File: config.mk
export PLATFORM = sky130hd
export DESIGN_NAME = adc_scan_scheduler_flat
export DESIGN_NICKNAME = d
export VERILOG_FILES = /design/src/rtl/adc_scan_scheduler_if.sv /design/src/rtl/adc_scan_scheduler.sv /design/src/flat_wrapper.sv
export SDC_FILE = /design/constraint.sdc
export NUM_CORES = 1
export LEC_CHECK = 0
export ABC_AREA = 1
export CELL_PAD_IN_SITES_DETAIL_PLACEMENT = 0
export CELL_PAD_IN_SITES_GLOBAL_PLACEMENT = 1
export CORE_MARGIN = 3
export CORE_UTILIZATION = 30
export CTS_CLUSTER_DIAMETER = 200
export CTS_CLUSTER_SIZE = 25
export DETAILED_ROUTE_END_ITERATION = 10
export GPL_ROUTABILITY_DRIVEN = 0
export PLACE_DENSITY = 0.7
export SYNTH_ARGS = -nofsm -noshare
export SYNTH_HDL_FRONTEND = slang
export SYNTH_SLANG_ARGS = --single-unit
File: constraint.sdc
create_clock -name CLOCK_50 -period 4 [get_ports CLOCK_50]
set_clock_uncertainty 0.05 [all_clocks]
set_input_delay 0.8 -clock CLOCK_50 [delete_from_list [all_inputs] [get_ports CLOCK_50]]
set_output_delay 0.8 -clock CLOCK_50 [all_outputs]
set_load 0.05 [all_outputs]
File: src/rtl/adc_scan_scheduler_if.sv
// Pin and result bundle for the ADC scan scheduler.
// master: the scheduler; slave: the ADC and datapath side.
interface adc_scan_scheduler_if;
  logic        START;
  logic        CONTINUOUS;
  logic [7:0]  CH_MASK;
  logic        ADC_SCLK;
  logic        ADC_CONVST;
  logic        ADC_SDI;
  logic        ADC_SDO;
  logic [11:0] DATA;
  logic [2:0]  DATA_CH;
  logic        DATA_VALID;
  logic        BUSY;

  modport master (
    input  START,
    input  CONTINUOUS,
    input  CH_MASK,
    input  ADC_SDO,
    output ADC_SCLK,
    output ADC_CONVST,
    output ADC_SDI,
    output DATA,
    output DATA_CH,
    output DATA_VALID,
    output BUSY
  );

  modport slave (
    output START,
    output CONTINUOUS,
    output CH_MASK,
    output ADC_SDO,
    input  ADC_SCLK,
    input  ADC_CONVST,
    input  ADC_SDI,
    input  DATA,
    input  DATA_CH,
    input  DATA_VALID,
    input  BUSY
  );
endinterface

File: src/rtl/adc_scan_scheduler.sv
// Round-robin sequencer for an LTC2308-style serial ADC.
// Emits tagged 12-bit results with a one-cycle valid strobe.
module adc_scan_scheduler #(
  parameter int CLK_DIV     = 2,
  parameter int CONV_CYCLES = 80
) (
  input logic CLOCK_50,
  input logic RESET,
  adc_scan_scheduler_if.master bus
);

  localparam int CMAX =
    (CONV_CYCLES > CLK_DIV) ? CONV_CYCLES : CLK_DIV;
  localparam int CW = (CMAX < 2) ? 1 : $clog2(CMAX);

  typedef enum logic [2:0] {
    IDLE, CONV, GAP, SHIFT, DONE
  } state_t;

  state_t      state, state_n;
  logic [CW-1:0] cnt, cnt_n;
  logic [3:0]  bit_idx, bit_n;
  logic        half, half_n;
  logic [11:0] shreg, shreg_n;
  logic        sdi, sdi_n;
  logic        sclk, convst, busy, valid;
  logic [11:0] data;
  logic [2:0]  data_ch;
  logic        armed, prime, flush;
  logic [7:0]  mask_q;
  logic [2:0]  cur_ch, prev_ch;
  logic [2:0]  nxt;
  logic        has_nxt;
  logic [5:0]  cfg;
  logic        accept, cont_ok;

  function automatic logic [2:0] first_ch(
    input logic [7:0] m
  );
    logic [2:0] f;
    f = '0;
    for (int i = 7; i >= 0; i--)
      if (m[i]) f = 3'(i);
    return f;
  endfunction

  assign cfg = {1'b1, cur_ch[0], cur_ch[2],
                cur_ch[1], 1'b1, 1'b0};

  assign accept = (state == IDLE) && !armed &&
                  bus.START && (bus.CH_MASK != '0);
  assign cont_ok = bus.CONTINUOUS &&
                   (bus.CH_MASK != '0);

  // lowest enabled channel above the one just sent
  always_comb begin
    has_nxt = 1'b0;
    nxt     = cur_ch;
    for (int i = 7; i >= 0; i--) begin
      if (mask_q[i] && (3'(i) > cur_ch)) begin
        has_nxt = 1'b1;
        nxt     = 3'(i);
      end
    end
  end

  always_comb begin
    state_n = state;
    cnt_n   = cnt + CW'(1);
    bit_n   = bit_idx;
    half_n  = half;
    shreg_n = shreg;
    sdi_n   = sdi;
    unique case (state)
      IDLE: begin
        cnt_n = '0;
        if (armed) state_n = CONV;
      end
      CONV: begin
        if (cnt == CW'(CONV_CYCLES - 1)) begin
          state_n = GAP;
          cnt_n   = '0;
          sdi_n   = cfg[5];
        end
      end
      GAP: begin
        if (cnt == CW'(CLK_DIV - 1)) begin
          state_n = SHIFT;
          cnt_n   = '0;
          bit_n   = '0;
          half_n  = 1'b0;
        end
      end
      SHIFT: begin
        if (cnt == CW'(CLK_DIV - 1)) begin
          cnt_n = '0;
          if (!half) begin
            half_n  = 1'b1;
            shreg_n = {shreg[10:0], bus.ADC_SDO};
          end else if (bit_idx == 4'd11) begin
            state_n = DONE;
            sdi_n   = 1'b0;
          end else begin
            half_n = 1'b0;
            bit_n  = bit_idx + 4'd1;
            sdi_n  = (bit_idx < 4'd5) ?
                     cfg[3'd4 - bit_idx[2:0]] : 1'b0;
          end
        end
      end
      DONE: begin
        cnt_n   = '0;
        state_n = flush ? IDLE : CONV;
      end
      default: state_n = IDLE;
    endcase
  end

  always_ff @(posedge CLOCK_50) begin
    if (RESET) begin
      state   <= IDLE;
      cnt     <= '0;
      bit_idx <= '0;
      half    <= 1'b0;
      shreg   <= '0;
      sdi     <= 1'b0;
      sclk    <= 1'b0;
      convst  <= 1'b0;
      busy    <= 1'b0;
      valid   <= 1'b0;
      data    <= '0;
      data_ch <= '0;
      armed   <= 1'b0;
      prime   <= 1'b0;
      flush   <= 1'b0;
      mask_q  <= '0;
      cur_ch  <= '0;
      prev_ch <= '0;
    end else begin
      state   <= state_n;
      cnt     <= cnt_n;
      bit_idx <= bit_n;
      half    <= half_n;
      shreg   <= shreg_n;
      sdi     <= sdi_n;
      convst  <= (state_n == CONV);
      sclk    <= (state_n == SHIFT) && half_n;
      busy    <= (state_n != IDLE);
      valid   <= 1'b0;
      if ((state == SHIFT) && (state_n == DONE) &&
          !prime) begin
        valid   <= 1'b1;
        data    <= shreg;
        data_ch <= prev_ch;
      end
      if (accept) begin
        armed  <= 1'b1;
        mask_q <= bus.CH_MASK;
        cur_ch <= first_ch(bus.CH_MASK);
        prime  <= 1'b1;
        flush  <= 1'b0;
      end
      if ((state == IDLE) && armed) armed <= 1'b0;
      // pick the channel the next frame configures
      if (state == DONE) begin
        prime   <= 1'b0;
        prev_ch <= cur_ch;
        if (!flush) begin
          if (has_nxt) begin
            cur_ch <= nxt;
          end else if (cont_ok) begin
            mask_q <= bus.CH_MASK;
            cur_ch <= first_ch(bus.CH_MASK);
          end else begin
            flush  <= 1'b1;
            cur_ch <= first_ch(mask_q);
          end
        end
      end
    end
  end

  assign bus.ADC_SCLK   = sclk;
  assign bus.ADC_CONVST = convst;
  assign bus.ADC_SDI    = sdi;
  assign bus.DATA       = data;
  assign bus.DATA_CH    = data_ch;
  assign bus.DATA_VALID = valid;
  assign bus.BUSY       = busy;

endmodule

File: src/flat_wrapper.sv
// flat-port wrapper written by rule: the top's interface ports become plain ports
module adc_scan_scheduler_flat 
#(
  parameter int CLK_DIV     = 2,
  parameter int CONV_CYCLES = 80
)
  (CLOCK_50, RESET, bus_START, bus_CONTINUOUS, bus_CH_MASK, bus_ADC_SDO, bus_ADC_SCLK, bus_ADC_CONVST, bus_ADC_SDI, bus_DATA, bus_DATA_CH, bus_DATA_VALID, bus_BUSY);
  adc_scan_scheduler_if bus_i ();
  input logic CLOCK_50;
  input logic RESET;
  input wire logic [$bits(bus_i.START)-1:0] bus_START;
  input wire logic [$bits(bus_i.CONTINUOUS)-1:0] bus_CONTINUOUS;
  input wire logic [$bits(bus_i.CH_MASK)-1:0] bus_CH_MASK;
  input wire logic [$bits(bus_i.ADC_SDO)-1:0] bus_ADC_SDO;
  output wire logic [$bits(bus_i.ADC_SCLK)-1:0] bus_ADC_SCLK;
  output wire logic [$bits(bus_i.ADC_CONVST)-1:0] bus_ADC_CONVST;
  output wire logic [$bits(bus_i.ADC_SDI)-1:0] bus_ADC_SDI;
  output wire logic [$bits(bus_i.DATA)-1:0] bus_DATA;
  output wire logic [$bits(bus_i.DATA_CH)-1:0] bus_DATA_CH;
  output wire logic [$bits(bus_i.DATA_VALID)-1:0] bus_DATA_VALID;
  output wire logic [$bits(bus_i.BUSY)-1:0] bus_BUSY;
  assign bus_i.START = bus_START;
  assign bus_i.CONTINUOUS = bus_CONTINUOUS;
  assign bus_i.CH_MASK = bus_CH_MASK;
  assign bus_i.ADC_SDO = bus_ADC_SDO;
  assign bus_ADC_SCLK = bus_i.ADC_SCLK;
  assign bus_ADC_CONVST = bus_i.ADC_CONVST;
  assign bus_ADC_SDI = bus_i.ADC_SDI;
  assign bus_DATA = bus_i.DATA;
  assign bus_DATA_CH = bus_i.DATA_CH;
  assign bus_DATA_VALID = bus_i.DATA_VALID;
  assign bus_BUSY = bus_i.BUSY;
  adc_scan_scheduler #(.CLK_DIV(CLK_DIV), .CONV_CYCLES(CONV_CYCLES)) u_core (.CLOCK_50(CLOCK_50), .RESET(RESET), .bus(bus_i));
endmodule
### After elaboration in Yosys (flattened, before gate mapping)

Cells that the tools add are included.
W data, S select, Z words.

* $add $sub $neg: 3
* magnitude comparators: 10
* eq/ne operators: 16
* multiplexer cells: 77
* bitwise logic cells: 1
* reductions and logical operators: 30

Operators with widths (number)
* $mux W3: 35
* $mux W8: 5
* $mux W1: 25
* $pmux W7 S3: 1
* $logic_and A1 B1 Y1: 16
* $mux W4: 4
* $pmux W3 S5: 1
* $mux W7: 2
* $gt A3 B3 Y1 const A: 4
* $ne A11 B10 Y1 const B: 1
* $eq A3 B2 Y1 const B: 3
* $ne A2 B1 Y1 const B: 4
* $pmux W4 S2: 1
* $reduce_bool A8 Y1: 1
* $reduce_or A2 Y1: 4
* $add A7 B1 Y7 const B: 1
* $eq A7 B1 Y1 const B: 1
* $eq A7 B7 Y1 const B: 1
* $eq A3 B1 Y1 const B: 2
* $eq A3 B3 Y1 const B: 2
* $gt A1 B3 Y1 const A: 2
* $gt A2 B3 Y1 const A: 2
* $reduce_and A5 Y1: 1
* $add A4 B1 Y4 const B: 1
* 14 further kinds: 17

* register bits after elaboration: 64
* input port bits: 13
* output and inout port bits: 20
* logic and storage cells: 155

### Logic depth before layout (Yosys ltp)

Gate-level depths: netlist of the first run.

* word-level depth: 13
* mapped depth: 12
* depth with buffers taken out: 12

### Worst setup path after synthesis of the first run

No wires, ideal clock.

* path type: input to register
* start point: input bus_CH_MASK[6]
* end point: register u_core.mask_q[0]
* library setup time: 0.065 ns
* arrival: 1.782 ns
* required time: 3.885 ns
* setup slack: 2.103 ns
* stages: 9
* buffers on the path: 0
* path through: inv_1 nand2_1 nor2_1 nand2_1 nand2_1 inv_1 nor2_2 nor2_1 nor2_1

* cells in the longest elaborated chain, start to end: 7
* elaborated cells between the ends (all ways): 8
* those cells by class: 5 x mux; 3 x reduce/logical

Ends and longest elaborated chain
* start: declaration: line flat_wrapper.sv:13 `input wire logic [$bits(bus_i.CH_MASK)-1:0] bus_CH_MASK;`
* $reduce_bool A8 Y1 *: line adc_scan_scheduler.sv:51, adc_scan_scheduler.sv:53
* $logic_and A1 B1 Y1: line adc_scan_scheduler.sv:51 `bus.START && (bus.CH_MASK != '0);`
* $mux W8: line adc_scan_scheduler.sv:156 `if (accept) begin`
* $mux W8: line adc_scan_scheduler.sv:171 `end else if (cont_ok) begin`
* $mux W8: line adc_scan_scheduler.sv:169 `if (has_nxt) begin`
* $mux W8: line adc_scan_scheduler.sv:168 `if (!flush) begin`
* $mux W8 *: line adc_scan_scheduler.sv:165 `if (state == DONE) begin`
* end signal: assignment: line adc_scan_scheduler.sv:158 `mask_q <= bus.CH_MASK;`
* end signal: assignment: line adc_scan_scheduler.sv:172 `mask_q <= bus.CH_MASK;`
* end: declaration: line adc_scan_scheduler.sv:30 `logic [7:0] mask_q;`

Every way passes the cells marked *; elsewhere a longest branch is shown, timed or not.
A chain may end at the register's enable or synchronous reset.

==> reports/metrics.cfg, run 1 <==
[detailed_routing]
drc=0
vias_per_cell=4.53
vias=2725
drt_iter0_drc=115
routedWlPerCell_um=11.7
ant_nets=0
totalWireLength_mm=7.00
drt-pass1-iter-count=4

[clock_network]
clock-root-buffer=clkbuf_8
clk_latency_ns=0.34
cts_tree=done
htreeDepth=3
cts_buffer_depth=2
hold_buffers=0
cts.clk_slew.worst_paths_ns=0.08
cts_buffers=9
post_cts_buffers=0
cts_sinks=64
cts_resized=0

[floorplan]
io_pins=33
die_area_sq_mm=0.0112
die_h_um=106
core-area_sq_mm=0.00946
die_w_um=106
start_util=0.316
num_rows=35

[sta]
fmax_mhz=417
tightestPinTransition_ns=0.866
setup-tns-final_ns=0
rsz0062_at_grt=false
layout_min_cycle_time_ns=2.40
relSlewSlack=0.422
timing.final.crit_share=0.599
finalHoldViolCount=0
final_max_slew_viol_count=0
setup_viol=0

[synth]
synth_area_leaders=dfxtp_1, nor2_1, nand2_1, o21ai_0, inv_1
synth_area_sq_mm=0.00299
syn_area_per_cell_sq_um=6.92
syn_nets=449
synthFlopType=dfxtp_1
synthArstFlopShare=0
synth.most_common_cell=nor2_1
synth_seq_cells=64
synth_cells=432
yosys.area.top_type_share=0.429
synth_edf_count=0
netlist_top_cells_count=nor2_1, nand2_1, dfxtp_1
yosysTopAreaCell=dfxtp_1
yosysUniqueCellTypes=36
yosysSeqAreaShare=0.429
ys_warn_count=0

[critical_path]
rr_startpoint=u_core.cnt[0]
reg2reg_depth=8
arrival_ns=2.57
crit_end=u_core.cnt[2]
cp-start-kind=input port
reg2reg_to=u_core.shreg[10]
path_class=in -> reg
cp.required_ns=4.17
critPathLaunch=RESET
cp-end-kind=register
worst-path-max-fanout=32
r2r_slack_ns=1.87

[layout]
final_core_util=0.386
drive_above_1_share=0.0826
syn2layout_area_growth_pct=22.3
multiInputGateArea_sq_mm=0.00146
seq_area_sq_mm=0.00128
nFillCells=1042
nNetsFinal=484
antennaDiodeCount=0

[global_route]
grtUsageTotal=0.132
top_usage_layer=met2
antenna_found_initial=0
use_met2=0.202
grt_pass1_wl_mm=12.0
grt_pass1_vias=2599
gr-total-overflow=0
grtUsageMet3=0.0343
grt_util_met1=0.178
grt_max_degree=33

[placed_design]
numPortBuffers=32
hpwl_mm=5.04

[run]
max_cap_viol_count=0

[power_and_ir_drop]
powerDensity_mw_per_mm2=414
leakagePower_nw=1.65
vdd_drop_max_uv=209

[outcome]
status=finished clean

[worst_hold_path]
hold_class=reg -> reg

[layer usage]
metal,up-vias,part of all wire
met2,42,0.43
met5,-,0
met3,9,0.035
li1,1449,-
met1,1225,0.52
met4,0,0.014
[worst min-delay path by stage]
stage                            from                    end  slack (ns)  cells past startpoint
floorplan               u_core.cnt[0]          u_core.cnt[0]        0.38                      1
global placement        u_core.cnt[0]          u_core.cnt[0]        0.40                      1
detailed placement  u_core.prev_ch[2]  u_core.bus.DATA_CH[2]        0.41                      2
CTS                 u_core.prev_ch[0]  u_core.bus.DATA_CH[0]        0.43                      2
global route        u_core.prev_ch[0]  u_core.bus.DATA_CH[0]        0.46                      2
finish              u_core.prev_ch[0]  u_core.bus.DATA_CH[0]        0.42                      2
[layout make-up]
type	instances	area share
inverter	50	0.0514
multi-input combinational	308	0.400
timing repair buffer	34	0.0917
clock buffer	9	0.0339
clock inverter	7	0.0284
tap	129	0.0442
sequential	64	0.351
[registers in the layout, summed over array words and instances, names as in the netlist]
name,flops
u_core.bus.ADC_SDI,1
u_core.state,3
u_core.bus.DATA_CH,3
u_core.prev_ch,3
u_core.shreg,12
u_core.bus.DATA_VALID,1
u_core.bus.ADC_SCLK,1
u_core.flush,1
u_core.mask_q,8
u_core.bit_idx,4
u_core.bus.ADC_CONVST,1
u_core.cur_ch,3
u_core.cnt,7
u_core.half,1
u_core.armed,1
u_core.bus.DATA,12
u_core.bus.BUSY,1
u_core.prime,1
[worst max-delay path, cell delays in order]
cell	delay (ns)
clkdlybuf4s50_1	0.39
buf_4	0.17
inv_1	0.64
o21ai_0	0.19
a2111oi_0	0.37
[layout by cell type, fill, tap and decap left out, types with 3 or more instances in the layout]
cell             netlist  layout
nand2_1               75      75
a21oi_1               16      16
inv_1                 43      43
clkbuf_8               0       9
dfxtp_1               64      64
clkdlybuf4s50_1        0      32
nor2_1               109     109
xor2_1                 4       4
nor2_2                 4       4
a211oi_1               3       3
nand3_1               18      18
inv_2                  7       7
o21ai_1               11      11
o21ai_0               39      39
ha_1                   4       4
clkinv_4               0       3
nor3_1                 5       5
[metrics by stage]
| stage | setup slack, ns | area [sq um] | instances | total power, mW | hold WS, ns |
|---|---|---|---|---|---|
| after floorplan | 2.10 | 2990 | 432 | 0.829 | 0.383 |
| after global placement | 1.29 | 3430 | 585 | 0.889 | 0.397 |
| after detailed placement | 1.21 | 3430 | 585 | 0.888 | 0.407 |
| after CTS | 1.58 | 3650 | 601 | 1.53 | 0.426 |
| after global routing | 1.30 | 3650 | 601 | 1.59 | 0.460 |
| final | 1.60 | 3650 | 601 | 1.51 | 0.419 |
[power breakdown]
part | leakage [nW] | switching (mW) | internal, mW
Combinational | 1.01 | 0.121 | 0.0687
Clock | 0.114 | 0.279 | 0.358
Sequential | 0.519 | 0.0256 | 0.659
[cell families after synthesis]
family / synth area share
AO/OA/AOI/OAI: 0.138
XOR/XNOR: 0.0147
adder cells (fa/ha/maj): 0.0168
buffers and inverters: 0.0821
flip-flops: 0.429
AND/OR/NAND/NOR: 0.320
No activity file was read; power rests on OpenSTA's default activity.
==> run 2: changes to the inputs <==
Settings changed: PLACE_DENSITY 0.7 to 0.72.
Clock period 4 ns to 2.1 ns, I/O delays scaled along.
==> run 2 against run 1 <==
Against the previous run: total power is 94% higher; sequential share of layout area is 0.68 points lower; non-clock buffer count is 9 higher; worst setup slack worse by 1.5 ns; die area stayed put; clock power is 96% higher; critical path depth is 4 lower; combinational power is 99% higher; clock-buffer cell count stayed put; sequential cell count stayed put; core utilization is 0.77 points higher; worst hold slack hardly changed; largest cell class unchanged; highest routed layer unchanged.
==> reports/metrics.cfg, run 2 (synthesized netlist as in run 1, its figures left out) <==
[detailed_routing]
drc=0
maxUsedRoutingLayer=met4
totalWireLength_mm=6.92
wl_met3_um=264
drt_iter0_drc=121
wl_met2_mm=2.95
routedWlPerCell_um=11.4
drt-met1-wl_mm=3.62
vias_per_cell=4.50
drt-pass1-iter-count=4
ant_nets=0
vias=2743

[worst_hold_path]
min_path_cells=2
hold_class=reg -> reg
whs_endpoint=u_core.bus.DATA_CH[2]
hold_start=u_core.prev_ch[2]

[clock_network]
post_cts_buffers=0
cts_tree=done
cts_buffer_depth=2
cts_sinks=64
htreeDepth=3
cts.clk_slew.worst_paths_ns=0.07
clk_latency_ns=0.34
hold_buffers=0
cts_buffers=9
cts_resized=0
clock-root-buffer=clkbuf_8

[sta]
finalHoldViolCount=0
final_max_slew_viol_count=0
whs_ns=0.419
rsz0062_at_grt=false
layout_min_cycle_time_ns=1.97
fmax_mhz=508
relSlewSlack=0.660
tightestPinTransition_ns=0.509
fin_ws_ns=0.130
setup-tns-final_ns=0
setup_viol=0
timing.final.crit_share=0.938

[floorplan]
die_w_um=106
die_area_sq_mm=0.0112
core-area_sq_mm=0.00946
die_h_um=106
num_rows=35
io_pins=33
start_util=0.316

[critical_path]
cp-end-kind=output pin
cp-start-kind=register
cp.required_ns=1.63
worst-path-max-fanout=2
rr_startpoint=u_core.cnt[0]
arrival_ns=1.50
reg2reg_depth=8
r2r_slack_ns=0.33
cp_top_family=buffers and inverters
crit_chain=clkdlybuf4s50_1
crit_path_max_incr_delay_ns=0.81
reg2reg_to=u_core.bus.DATA_CH[1]
crit_path_top_delay_cell=clkdlybuf4s50_1
path_class=reg -> out
path_buf_inv=1

[power_and_ir_drop]
powerDensity_mw_per_mm2=788
leakagePower_nw=1.69
vdd_drop_max_uv=429

[layout]
final_core_util=0.394
syn2layout_area_growth_pct=24.7
drive_above_1_share=0.0979
nNetsFinal=493
final_cell_mix=nor2_1, nand2_1, dfxtp_1
final_common_cell=nor2_1
antennaDiodeCount=0

[placed_design]
numPortBuffers=32
hpwl_mm=5.02
dp_slack_ns=-0.00274

[global_route]
antenna_found_initial=0
gr-total-overflow=0
grt_pass1_vias=2577
grt_pass1_wl_mm=12.1
grt_max_degree=19
grtUsageTotal=0.132

[run]
max_cap_viol_count=0

[outcome]
status=finished clean

-- run 2: cell types whose count changed in the layout (fill, tap and decap cells not counted) --
| cell | delta |
|---|---|
| buf_4 | +9 |
| clkinv_4 | -2 |
| inv_6 | -2 |
| bufinv_16 | +1 |
| clkinv_2 | +2 |
-- run 2: worst max path at each step --
stage	startpoint	end	slack [ns]	cells past startpoint
floorplan	u_core.bit_idx[0]	u_core.bus.DATA[10]	0.55	7
detailed placement	bus_CH_MASK[6]	u_core.mask_q[7]	-0.003	10
global placement	bus_CH_MASK[6]	u_core.mask_q[4]	0.04	10
global route	u_core.bus.DATA_CH[2]	bus_DATA_CH[2]	0.06	1
CTS	u_core.bus.DATA_CH[2]	bus_DATA_CH[2]	0.09	1
finish	u_core.bus.DATA_CH[1]	bus_DATA_CH[1]	0.13	1
-- run 2: where the power goes --
part | switching, mW | internal, mW | leakage (nW) | total (mW)
registers | 0.0485 | 1.26 | 0.519 | 1.30
logic | 0.234 | 0.144 | 1.06 | 0.378
clock network | 0.475 | 0.779 | 0.119 | 1.25
-- run 2: stage by stage --
stage | std cells | total power [mW] | cell area, sq um
after detailed placement | 594 | 1.71 | 3490
after floorplan | 432 | 1.58 | 2990
final | 609 | 2.94 | 3730
after CTS | 609 | 2.97 | 3730
after global placement | 594 | 1.71 | 3490
after global routing | 609 | 3.10 | 3730
-- run 2: cell type report --
cell class / instances / area (sq um)
Clock buffer: 9 / 124
Clock inverter: 6 / 109
Fill cell: 1037 / 5730
Inverter: 50 / 188
Multi-Input combinational cell: 308 / 1460
Sequential cell: 64 / 1280
Tap cell: 129 / 161
Timing Repair Buffer: 43 / 403
-- run 2: routing by layer --
metal	GRT usage	vias up
li1	-	1465
met1	0.184	1227
met2	0.196	44
met3	0.0282	7
met4	0.0583	0
met5	0	-
